==> src/rtl/serial_adder.sv <==
// serial_adder: multi-cycle add/sub over a DIGIT-bit slice.
// Result, carry and signed overflow land together on done.
module serial_adder #(
  parameter int WIDTH = 8,
  parameter int DIGIT = 1
) (
  input  logic             i_clk,
  input  logic             i_rst,
  input  logic             i_start,
  input  logic             i_sub,
  input  logic [WIDTH-1:0] i_a,
  input  logic [WIDTH-1:0] i_b,
  input  logic             i_cin,
  output logic             o_busy,
  output logic             o_done,
  output logic [WIDTH-1:0] o_sum,
  output logic             o_cout,
  output logic             o_ovf
);

  localparam int N  = WIDTH / DIGIT;
  localparam int CW = (N > 1) ? $clog2(N) : 1;
  localparam logic [CW-1:0] LAST = CW'(N - 1);

  typedef enum logic [1:0] {
    S_IDLE,
    S_RUN,
    S_DONE
  } state_t;

  state_t r_state;
  state_t w_next;

  logic [WIDTH-1:0] r_a;
  logic [WIDTH-1:0] r_b;
  logic [WIDTH-1:0] r_res;
  logic             r_carry;
  logic [CW-1:0]    r_cnt;
  logic             r_amsb;
  logic             r_bmsb;
  logic [WIDTH-1:0] r_sum;
  logic             r_cout;
  logic             r_ovf;

  logic             w_accept;
  logic             w_last;
  logic [WIDTH-1:0] w_bsel;
  logic [DIGIT:0]   w_dig;
  logic [WIDTH-1:0] w_top;
  logic [WIDTH-1:0] w_res;

  // Start is only honoured when no operation is in flight.
  assign w_accept = i_start && (r_state != S_RUN);
  assign w_last   = (r_state == S_RUN) && (r_cnt == LAST);

  // Subtract is add of the inverted operand with inverted carry-in.
  assign w_bsel = i_sub ? ~i_b : i_b;

  // One slice of the adder plus the result shift-in from the top.
  assign w_dig = {1'b0, r_a[DIGIT-1:0]}
               + {1'b0, r_b[DIGIT-1:0]}
               + (DIGIT+1)'(r_carry);
  assign w_top = WIDTH'(w_dig[DIGIT-1:0]) << (WIDTH - DIGIT);
  assign w_res = (r_res >> DIGIT) | w_top;

  // State register.
  always_ff @(posedge i_clk or posedge i_rst) begin
    if (i_rst) begin
      r_state <= S_IDLE;
    end else begin
      r_state <= w_next;
    end
  end

  // Next-state logic; DONE lasts one cycle unless restarted.
  always_comb begin
    w_next = r_state;
    case (r_state)
      S_IDLE:  if (i_start) w_next = S_RUN;
      S_RUN:   if (r_cnt == LAST) w_next = S_DONE;
      S_DONE:  w_next = i_start ? S_RUN : S_IDLE;
      default: w_next = S_IDLE;
    endcase
  end

  // Handshake outputs decoded from state.
  always_comb begin
    o_busy = 1'b0;
    o_done = 1'b0;
    case (r_state)
      S_RUN:   o_busy = 1'b1;
      S_DONE:  o_done = 1'b1;
      default: ;
    endcase
  end

  // Operand capture and per-digit shifting datapath.
  always_ff @(posedge i_clk or posedge i_rst) begin
    if (i_rst) begin
      r_a     <= '0;
      r_b     <= '0;
      r_res   <= '0;
      r_carry <= 1'b0;
      r_cnt   <= '0;
      r_amsb  <= 1'b0;
      r_bmsb  <= 1'b0;
    end else if (w_accept) begin
      r_a     <= i_a;
      r_b     <= w_bsel;
      r_res   <= '0;
      r_carry <= i_cin ^ i_sub;
      r_cnt   <= '0;
      r_amsb  <= i_a[WIDTH-1];
      r_bmsb  <= w_bsel[WIDTH-1];
    end else if (r_state == S_RUN) begin
      r_a     <= r_a >> DIGIT;
      r_b     <= r_b >> DIGIT;
      r_res   <= w_res;
      r_carry <= w_dig[DIGIT];
      r_cnt   <= r_cnt + CW'(1);
    end
  end

  // Visible result registers, updated only on the last digit.
  always_ff @(posedge i_clk or posedge i_rst) begin
    if (i_rst) begin
      r_sum  <= '0;
      r_cout <= 1'b0;
      r_ovf  <= 1'b0;
    end else if (w_last) begin
      r_sum  <= w_res;
      r_cout <= w_dig[DIGIT];
      r_ovf  <= (r_amsb == r_bmsb) && (w_res[WIDTH-1] != r_amsb);
    end
  end

  assign o_sum  = r_sum;
  assign o_cout = r_cout;
  assign o_ovf  = r_ovf;

endmodule

==> config.mk <==
export PLATFORM = sky130hd
export DESIGN_NAME = serial_adder
export DESIGN_NICKNAME = d
export VERILOG_FILES = /design/src/rtl/serial_adder.sv
export SDC_FILE = /design/constraint.sdc
export NUM_CORES = 1
export LEC_CHECK = 0
export BUFFER_PORTS_ARGS = -buffer_cell sky130_fd_sc_hd__buf_2
export CAP_MARGIN = 10
export CELL_PAD_IN_SITES_DETAIL_PLACEMENT = 1
export CELL_PAD_IN_SITES_GLOBAL_PLACEMENT = 2
export CORE_ASPECT_RATIO = 0.5
export CORE_MARGIN = 5
export CORE_UTILIZATION = 30
export CTS_CLUSTER_DIAMETER = 150
export DETAILED_ROUTE_END_ITERATION = 12
export PLACE_DENSITY = 0.68
export SYNTH_ARGS = -nofsm -noshare
export SYNTH_HDL_FRONTEND = slang
export SYNTH_SLANG_ARGS = --single-unit
==> constraint.sdc <==
create_clock -name i_clk -period 1.5 [get_ports i_clk]
set_clock_uncertainty 0.05 [all_clocks]
set_input_delay 0.15 -clock i_clk [delete_from_list [all_inputs] [get_ports i_clk]]
set_output_delay 0.15 -clock i_clk [all_outputs]
set_load 0.1 [all_outputs]
======== Yosys cells after proc, flatten, opt, wreduce, memory -nomap -nowiden ========
Index checks and enable logic that the tools add are counted.
word-level totals
  word-level logic and storage cells ...... 48
  bits in registers ....................... 42
cells by class
  reduce and logical (&&, ||, !) cells .... 6
  bitwise gates (word level) .............. 3
  equal/unequal tests ..................... 8
  mux-type cells .......................... 17
  add/subtract/negate cells ............... 3
operators by type and width
  operator             number
  $mux 8               7
  $not 8->8            1
  $or 7x8->8           1
  $mux 3               2
  $pmux 2 s3           1
  $mux 1               5
  $mux 2               2
  $ne 2x2->1 const B   2
  $add 3x1->3 const B  1
  $eq 3x3->1 const B   1
  $logic_and 1x1->1    3
  $add 1x1->2          1
  $add 2x1->2          1
  $eq 2x1->1 const B   1
  $eq 2x2->1 const B   1
  $logic_not 2->1      1
  $ne 2x1->1 const B   1
  $reduce_and 2->1     1
  $reduce_bool 2->1    1
  $eq 1x1->1           1
  $ne 1x1->1           1
  $xor 1x1->1          1

======== Longest topological paths before layout ========
  word-level depth ........................ 5
  depth in mapped cells ................... 6
  depth with buffers taken out ............ 5

======== Least setup slack after synthesis ========
Ideal clock, no wire load.
  kind .................................... flip-flop to output port
  start point ............................. register r_state[0]
  end point ............................... output port o_done
  arrival time ............................ 1.732 ns
  path buffers ............................ 0
  slack ................................... -0.432 ns
  cell stages (with the launch flop) ...... 2
  cell sequence ........................... dfrtp_1 -> nor2b_1
between the ends
  longest elaborated chain between the ends .. 2
ends and longest elaborated chain
  item                    RTL line  text
  start, declared         31        state_t r_state;
  start signal, assigned  71        r_state <= w_next;
  $eq 2x2->1              90        case (r_state)
  $mux 1                  90
  end, declared           15        output logic o_done,
No other way between the ends.

======== Worst setup path after layout ========
  start point ............................. register r_cnt[1]
  end point ............................... register r_sum[3] (netlist: o_sum[3])
between the ends
  longest elaborated chain between the ends .. 2
ends and longest elaborated chain
  item                    RTL line  text
  start, declared         38        logic [CW-1:0] r_cnt;
  start signal, assigned  120       r_cnt <= r_cnt + CW'(1);
  $eq 3x3->1              54        assign w_last = (r_state == S_RUN) && (r_cnt == LAST);
  $logic_and 1x1->1       54
  end signal, assigned    131       r_sum <= w_res;
  end, declared           41        logic [WIDTH-1:0] r_sum;
No other way between the ends.
A chain may end at the register's enable or synchronous reset.

==> impl_metrics.ini <==
[outcome]
status = completed

[floorplanning]
core_sq_um = 6060
die_x_um = 121
rows = 20
die_h_um = 65.7
dieArea_sq_um = 7980
initial_core_util_pct = 30.7
ioPinCount = 33

[logic_synthesis]
synth_fp_nets = 196
synth-simple-area-share_pct = 9.74
synth-xor-area-share_pct = 4.23
synth.most_common_cell = dfrtp_1
synth_top_family_by_area = multiplexers
synthAdderAreaFrac_pct = 2.42
synth_top_area_share_pct = 55.1
netlist_instances = 172
muxShareOfSynthArea_pct = 13.3
synth_cell_types = 27
ys_ff_latch = 41
synthArstFlopShare_pct = 100
synth_flop_cell = dfrtp_1
synth_common_cells = 41 x dfrtp_1, 33 x nand2_1, 18 x o21ai_0, 15 x mux2i_1, 10 x o21ai_1
ys_warn_count = 0
synth.area.top_cells = dfrtp_1 55%, mux2i_1 8.1%, nand2_1 6.7%, o21ai_0 4.8%, mux2_4 4.0%
synth_edf_count = 0
yosysSeqAreaShare_pct = 55.1
avgSynthCellArea_sq_um = 10.8
synth_area_leader_cell = dfrtp_1
synth-compound-area-share_pct = 9.81
syn_area_sq_um = 1860

[finish]
num-fill-cells = 692
area_growth_pct = 32.3
final_layout_size_suffix_gt1_share_pct = 31.2
seq_area_sq_um = 1030
diodes = 0
multi_input_area_sq_um = 768
final_cells = 306
final_area_sq_um = 2460
nets = 241

[timing]
fin_crit_sh_pct = 99.4
worst_pin_slew_ns = 0.537
report.final.slew_viol_count = 0
relSlewSlack_pct = 64.2
tns_ns = 0
final-setup-viol-count = 0
fmax_ghz = 0.671
hold_viol_final = 0
rsz0062_at_grt = true
fin_crit_ns = 1.49
whs_ns = 0.0607

[detailed_routing]
wl_um = 4330
drt_iter0_drc = 42
vias = 1340
drc_errors = 0
avgRoutedWirePerCell_um = 14.2
drt-pass1-iter-count = 4
met2RoutedLength_um = 2090
via_per_inst = 4.38
route.layer.met1.wl_um = 2030
wl_met3_um = 189
ant_nets = 0
highest_layer = met4

[placement]
dp_hpwl_um = 2700
place_area_sq_um = 2170
dp_cells = 291
gp_congestion = 0.662
port_buffers = 32

[setup_path]
rrSetupSlack_ns = 0.009
crit_buf_inv = 1
start_kind = flip-flop
critPathKind = reg -> reg
worstPathMaxFanout = 5
critical_path.max_stage_delay_ns = 0.39
worst_path_max_delay_cell = dfrtp_1
cp.arrival_ns = 1.60
worstPathCellList = ha_2, ha_4, nand3b_1, buf_6, mux2_4
end_kind = flip-flop
cp.required_ns = 1.61
path_delay_family = flip-flops

[clocking]
root_buffer = clkbuf_16
worst_skew_pair.late_latency_ns = 0.28
cts_buffers = 5
cts_sinks = 41
cts_tree = built
cts.path.max_buffers = 2
cts.htree.levels = 2
clkSlewWorstSetupHoldPaths_ns = 0.06

[grt]
grt_pass1_wl_um = 7310
antenna_found_initial = 0
grt_max_degree = 42
track_usage_pct = 12.0
overflow = 0
first_global_vias = 1467

[worst_hold_path]
hold_class = in -> reg

[power_and_ir_drop]
power_mw = 6.01
p_leak_nw = 1.22
power.density_nw_per_um2 = 2440
vdd_drop_max_uv = 639

[run]
drv_cap = 0
==> worst paths after layout <==
check / start / to / depth (start not counted)
min in group asynchronous: i_rst / r_b[1] / 4
min: i_a[7] / r_amsb / 3
max reg2reg: r_cnt[1] / o_sum[3] / 5
min reg2reg: o_sum[7] / o_sum[7] / 2
max in group asynchronous: i_rst / o_sum[3] / 4
max: r_cnt[1] / o_sum[3] / 5
==> tightest hold or removal path, cell delays in order <==
cell and delay, ns:
buf_2 0.09, nand3_1 0.06, nand2_1 0.05
==> metrics by stage <==
stage               worst slack, ns  utilization, %
detailed placement          -0.0397            35.8
finish                      0.00935            40.7
floorplan                  0.000808               -
CTS                       -0.000749            40.4
global route                -0.0626            40.7
global placement           -0.00742            35.8
==> layer usage <==
metal | global-route usage (%) | vias up
met5 | 0 | -
met4 | 3.77 | 0
met3 | 3.78 | 2
met2 | 19.6 | 20
met1 | 15.3 | 652
li1 | - | 666
==> cells in the final DEF, fill, tap and decap left out <==
master and instances:
o22ai_1 2, mux2i_1 15, clkinv_2 1, nand3b_1 1
clkbuf_8 2, nand2_1 33, nor2_1 3, buf_12 2
inv_2 1, or3_1 1, a31oi_1 2, a211oi_1 1
inv_1 6, ha_4 1, bufbuf_16 2, buf_4 12
xor2_1 8, o21ai_1 10, nand3_1 4, xnor2_1 1
clkbuf_16 5, fa_1 1, clkbuf_4 1, ha_2 1
mux2_4 7, buf_6 1, dfrtp_1 41, o21ai_0 18
nor2b_2 1, nand2b_4 1, a21oi_1 2, dlygate4sd3_1 1
buf_2 30
==> layout make-up <==
| type | instances | area share, % |
|---|---|---|
| clock inverter | 1 | 0.203 |
| multi-input combinational | 113 | 31.2 |
| timing repair buffer | 49 | 15.2 |
| tap | 88 | 4.47 |
| clock buffer | 7 | 6.20 |
| sequential | 41 | 41.7 |
| inverter | 7 | 1.07 |
==> power by group <==
part	total (mW)	internal, mW	switching [mW]
clock network	1.12	0.704	0.414
registers	1.88	1.59	0.293
logic	3.01	1.07	1.95
==> kinds of logic (layout without fill, tap and decap cells) <==
| family | count (synthesis) | in the layout |
|---|---|---|
| muxes | 22 | 22 |
| buffers and inverters | 18 | 64 |
| and+or+nand+nor | 44 | 44 |
| xor gates and xnor gates | 9 | 9 |
| adders and majority gates | 3 | 3 |
| AOI/OAI and AO/OA | 35 | 35 |
| DFF | 41 | 41 |
==> what timing repair did <==
action,4_1_cts,5_1_grt
gates resized for setup,5,2
hold buffers,1,0
pin swaps,2,0
endpoints found under the setup margin,9,11
gates cloned,2,0
buffers inserted,3,1
endpoints found under the hold margin,41,0
==> flip-flops by register name, indices dropped and copies added (netlist names) <==
| register | flops |
|---|---|
| r_res | 7 |
| r_state | 2 |
| r_bmsb | 1 |
| o_cout | 1 |
| r_carry | 1 |
| o_ovf | 1 |
| r_a | 8 |
| r_cnt | 3 |
| o_sum | 8 |
| r_amsb | 1 |
| r_b | 8 |
Power figures use the tool's default switching activity.
